`src/rtl/jtag_reg_master.sv`:
```
// Debug register-file master: halts the core, reads or writes one GPR
// through the register-file debug port, and returns a single response.
// Optional: `define JTAG_REG_VERIFY_EN to read back and compare each write.
// Ports: clk/rst (sync, active-low); req_* request channel; resp_* response
// channel; halt_req_o/halted_i core halt handshake; ex_we_i ex-stage write
// enable (contention sense); jtag_* register-file debug port.
module jtag_reg_master #(
  parameter logic [7:0]  HALT_TIMEOUT = 8'd255,
  parameter int unsigned RETRY_MAX    = 3
) (
  input  logic        clk,
  input  logic        rst,
  input  logic        req_valid,
  output logic        req_ready,
  input  logic        req_we,
  input  logic [4:0]  req_addr,
  input  logic [31:0] req_data,
  output logic        resp_valid,
  input  logic        resp_ready,
  output logic [31:0] resp_data,
  output logic        resp_err,
  output logic        halt_req_o,
  input  logic        halted_i,
  input  logic        ex_we_i,
  output logic        jtag_we_o,
  output logic [4:0]  jtag_addr_o,
  output logic [31:0] jtag_data_o,
  input  logic [31:0] jtag_data_i
);

  localparam logic [7:0] RETRY_LIM = 8'(RETRY_MAX);

  typedef enum logic [2:0] {
    S_IDLE,
    S_HALT,
    S_ACCESS,
`ifdef JTAG_REG_VERIFY_EN
    S_VERIFY,
`endif
    S_RESP
  } state_t;

  state_t      state_q, state_d;
  logic        we_q, we_d;
  logic [4:0]  addr_q, addr_d;
  logic [31:0] data_q, data_d;
  logic [7:0]  halt_cnt_q, halt_cnt_d;
  logic [7:0]  retry_q, retry_d;
  logic [31:0] rdata_q, rdata_d;
  logic        err_q, err_d;

  always_ff @(posedge clk) begin
    if (!rst) begin
      state_q    <= S_IDLE;
      we_q       <= 1'b0;
      addr_q     <= '0;
      data_q     <= '0;
      halt_cnt_q <= '0;
      retry_q    <= '0;
      rdata_q    <= '0;
      err_q      <= 1'b0;
    end else begin
      state_q    <= state_d;
      we_q       <= we_d;
      addr_q     <= addr_d;
      data_q     <= data_d;
      halt_cnt_q <= halt_cnt_d;
      retry_q    <= retry_d;
      rdata_q    <= rdata_d;
      err_q      <= err_d;
    end
  end

  always_comb begin
    state_d    = state_q;
    we_d       = we_q;
    addr_d     = addr_q;
    data_d     = data_q;
    halt_cnt_d = halt_cnt_q;
    retry_d    = retry_q;
    rdata_d    = rdata_q;
    err_d      = err_q;
    unique case (state_q)
      S_IDLE: begin
        if (req_valid) begin
          we_d       = req_we;
          addr_d     = req_addr;
          data_d     = req_data;
          halt_cnt_d = '0;
          retry_d    = '0;
          rdata_d    = req_we ? req_data : '0;
          err_d      = 1'b0;
          // x0 is hardwired: reads return zero, writes are refused
          if (req_addr == 5'd0) begin
            state_d = S_RESP;
            err_d   = req_we;
          end else begin
            state_d = S_HALT;
          end
        end
      end
      S_HALT: begin
        if (halted_i) begin
          state_d = S_ACCESS;
        end else begin
          halt_cnt_d = halt_cnt_q + 8'd1;
          if ({1'b0, halt_cnt_q} + 9'd1 >= {1'b0, HALT_TIMEOUT}) begin
            state_d = S_RESP;
            err_d   = 1'b1;
          end
        end
      end
      S_ACCESS: begin
        if (!we_q) begin
          rdata_d = jtag_data_i;
          err_d   = 1'b0;
          state_d = S_RESP;
        end else if (ex_we_i) begin
          // ex stage owns the write port this cycle; our write is lost
          retry_d = retry_q + 8'd1;
          if ({1'b0, retry_q} + 9'd1 >= {1'b0, RETRY_LIM}) begin
            state_d = S_RESP;
            err_d   = 1'b1;
          end
        end else begin
`ifdef JTAG_REG_VERIFY_EN
          state_d = S_VERIFY;
`else
          state_d = S_RESP;
`endif
        end
      end
`ifdef JTAG_REG_VERIFY_EN
      S_VERIFY: begin
        state_d = S_RESP;
        if (jtag_data_i != data_q) begin
          err_d   = 1'b1;
          rdata_d = jtag_data_i;
        end
      end
`endif
      S_RESP: begin
        if (resp_ready) state_d = S_IDLE;
      end
      default: state_d = S_IDLE;
    endcase
  end

  always_comb begin
    req_ready   = 1'b0;
    resp_valid  = 1'b0;
    halt_req_o  = 1'b0;
    jtag_we_o   = 1'b0;
    jtag_addr_o = '0;
    jtag_data_o = '0;
    unique case (state_q)
      S_IDLE: req_ready = 1'b1;
      S_HALT: halt_req_o = 1'b1;
      S_ACCESS: begin
        halt_req_o  = 1'b1;
        jtag_addr_o = addr_q;
        jtag_we_o   = we_q;
        jtag_data_o = we_q ? data_q : '0;
      end
`ifdef JTAG_REG_VERIFY_EN
      S_VERIFY: begin
        halt_req_o  = 1'b1;
        jtag_addr_o = addr_q;
      end
`endif
      S_RESP: resp_valid = 1'b1;
      default: ;
    endcase
  end

  assign resp_data = rdata_q;
  assign resp_err  = err_q;

endmodule
```
`config.mk`:
```
export PLATFORM = sky130hd
export DESIGN_NAME = jtag_reg_master
export DESIGN_NICKNAME = d
export VERILOG_FILES = /design/src/rtl/jtag_reg_master.sv
export SDC_FILE = /design/constraint.sdc
export NUM_CORES = 1
export LEC_CHECK = 0
export ABC_AREA = 1
export CAP_MARGIN = 20
export CORE_UTILIZATION = 41
export DETAILED_ROUTE_END_ITERATION = 12
export PLACE_DENSITY = 0.81
export SLEW_MARGIN = 30
export SYNTH_ARGS = -nofsm -noshare
export SYNTH_HDL_FRONTEND = slang
export SYNTH_SLANG_ARGS = --single-unit
```
`constraint.sdc`:
```
create_clock -name clk -period 1.6 [get_ports clk]
set_clock_uncertainty 0.05 [all_clocks]
set_input_delay 0.16 -clock clk [delete_from_list [all_inputs] [get_ports clk]]
set_output_delay 0.16 -clock clk [all_outputs]
set_load 0.03 [all_outputs]
```
==> results.py <==
metrics = {
    "timing": {
        "relSlewSlack_pct": 76.6,
        "fin_crit_ps": 1830,
        "setup_ws_ps": -226,
        "final-hold-violation-count": 0,
        "rsz0062_at_grt": "yes",
        "finalCritPeriodShare_pct": 114,
        "finalSetupViolCount": 80,
        "max_freq_mhz": 548,
        "report.final.slew_viol_count": 0,
        "max_slew.worst_pin.slew_ps": 352,
        "timing.hold.ws_ps": 402,
    },
    "setup_path": {
        "critPathLaunchType": "register",
        "cp.arrival_ps": 2080,
        "required_ps": 1860,
        "path_class": "register to register",
        "crit_path_frequent_cell": "inv_2",
        "cpMaxStageDelayCell": "dfxtp_2",
        "cpPeakStageDelay_ps": 360,
        "crit_buf_inv": 5,
        "worstPathMaxFanout": 11,
        "cp_cell_sequence": "inv_2 -> buf_4 -> ha_4 -> inv_4 -> nor2_4 -> inv_2 -> nand3_4 -> clkbuf_16 -> a21oi_2 -> a21oi_1 -> nor2_1",
        "cp_top_family": "buffers and inverters",
        "cp-end-kind": "register",
    },
    "flow_run": {
        "maxCapViolations": 0,
    },
    "finish": {
        "nets": 920,
        "diodes": 0,
        "multi_input_area_sq_mm": 0.00273,
        "syn_to_final_growth_pct": 67.3,
        "seqCellArea_sq_mm": 0.00180,
        "layout-drive-gt1-share_pct": 30.4,
        "final.fill_count": 764,
    },
    "logic_synthesis": {
        "yosysTopAreaCellShare_pct": 40.7,
        "synth_cells": 655,
        "ys_types": 24,
        "yosys-top-cells-area": "dfxtp_1 (41%), a21oi_1 (13%), nand2_1 (8.8%)",
        "ys_seq_elements": 89,
        "syn-num-nets": 740,
        "yosysTopAreaCell": "dfxtp_1",
        "yosysSeqAreaShare_pct": 40.7,
        "synth_area_sq_mm": 0.00438,
        "synth_area_per_cell_sq_um": 6.69,
        "yosys_warnings": 0,
    },
    "placement": {
        "dpl.hpwl_um": 9610,
        "io_buffers": 149,
        "gp_congestion": 0.886,
    },
    "global_route": {
        "grt_pass1_wl_um": 21700,
        "grt_max_degree": 45,
        "grt_overflow": 0,
        "antenna_found_initial": 0,
        "grt_use_total_pct": 24.5,
        "grt_pass1_vias": 4650,
    },
    "die": {
        "ios": 150,
        "num_rows": 37,
        "dieHeight_um": 105,
        "die_w_um": 105,
        "die_area_sq_mm": 0.0111,
        "start_util_pct": 42.5,
        "coreArea_sq_mm": 0.0103,
    },
    "routing": {
        "drc": 0,
        "drt_iter0_markers": 329,
        "routed_wirelength_um": 16700,
        "vias": 5275,
        "routedWlPerCell_um": 17.1,
        "ant_nets": 0,
        "avgViaCountPerCell": 5.41,
        "drt-pass1-iter-count": 7,
    },
    "hold_path": {
        "hp-class": "input pin to register",
    },
    "cts": {
        "clock_latency_ps": 360,
        "cts_inserted_buffers": 9,
        "clockBufferDepth": 2,
        "path_clk_slew_ps": 90,
        "cts_tree": "done",
        "cts_sinks": 89,
        "hold_buffers": 0,
        "clockRootBuffer": "clkbuf_8",
        "htreeDepth": 3,
    },
    "power": {
        "total_power_mw": 11.4,
        "irDropWorstVdd_mv": 0.875,
        "cellPowerDensity_mw_per_mm2": 1560,
        "leakage_nw": 3.04,
    },
    "status": {
        "outcome": "finished with violations",
        "violations": "negative setup slack",
    },
}
cells in the final DEF, fill, tap and decap left out, types with 21 or more instances in the layout:
cell type / instances
nand2_1: 88
dfxtp_1: 82
a21oi_1: 77
clkdlybuf4s50_1: 75
nor2_1: 69
inv_1: 61
buf_4: 49
nand3_1: 42
o21ai_0: 35
a21oi_2: 34
buf_6: 32
dlygate4sd2_1: 29
nand2_2: 22
nor2_4: 21
kinds of logic after synthesis:
group / Yosys count / share of synthesized area [%]
compound gates: 164 / 18.9
xor+xnor: 1 / 0.200
fa+ha+maj: 9 / 2.57
buf+inv: 111 / 10.4
flops: 89 / 40.7
simple gates: 281 / 27.3
path summary, 6_finish.rpt:
kind                startpoint           end  slack [ps]  depth (start not counted)
hold / removal    req_data[29]    data_q[29]         400                          3
hold reg to reg     data_q[27]    data_q[27]         410                          2
setup / recovery    state_q[0]  resp_data[0]        -230                         11
setup reg to reg    state_q[0]  resp_data[0]        -230                         11
cell usage after synthesis:
library cell	instances
a21oi_1	117
a41oi_1	1
buf_1	6
buf_2	8
bufbuf_16	1
clkbuf_1	22
dfxtp_1	89
ha_1	9
inv_1	68
inv_2	6
nand2_1	103
nand2_2	9
nand3_1	49
nand3_2	1
nand3b_1	4
nand4_1	4
nor2_1	103
nor2_2	4
nor2_4	2
nor3_1	2
o21ai_0	39
o21ai_1	6
o21bai_1	1
xor2_1	1
sequential cells by signal, summed over array words and instances, names as in the netlist:
| name | count |
|---|---|
| we_q | 1 |
| addr_q | 5 |
| retry_q | 8 |
| data_q | 32 |
| halt_cnt_q | 8 |
| resp_err | 1 |
| resp_data | 32 |
| state_q | 2 |
metal layers:
layer | part of all wire, % | track usage [%] | up-vias
li1 | - | - | 2472
met5 | 0 | 0 | -
met1 | 38 | 28.9 | 2440
met3 | 7.4 | 4.45 | 74
met2 | 50 | 41.8 | 289
met4 | 4.6 | 13.5 | 0
per-stage QoR:
step           std cells  area (sq um)  utilization [%]  worst slack (ps)  TNS, ps
2_1_floorplan        655          4410                -             -43.4    -1390
3_3_place_gp         940          6160             59.7             -64.7     -583
3_5_place_dp         940          6160             59.7              -157    -2450
4_1_cts              962          6550             63.5             -70.3    -1860
5_1_grt              975          7330             71.0              -276   -13830
6_report             975          7330             71.0              -226    -9590
power breakdown:
group	switching, mW	internal (mW)
Clock	0.839	0.760
Sequential	0.308	2.74
Combinational	4.04	2.72
Total	5.18	6.22
repair_timing:
action                     CTS  global route
buffers inserted             6             7
setup endpoints to repair  117           121
pin swaps                   19            30
gates cloned                 1             8
gates resized for setup     77           154
worst register-to-register path, cell delays in order (launching register included):
cell and delay (ps):
dfxtp_2 360, inv_2 60, buf_4 140, ha_4 160
inv_4 80, nor2_4 50, inv_2 110, nand3_4 200
clkbuf_16 260, a21oi_2 150, a21oi_1 80, nor2_1 90
final cells by class:
| cell class | instances | area share (%) |
|---|---|---|
| Timing Repair Buffer | 206 | 29.3 |
| Clock buffer | 11 | 1.93 |
| Tap cell | 136 | 2.32 |
| Inverter | 74 | 3.89 |
| Clock inverter | 4 | 0.734 |
| Multi-Input combinational cell | 455 | 37.2 |
| Sequential cell | 89 | 24.6 |
Power figures use the tool's default switching activity.
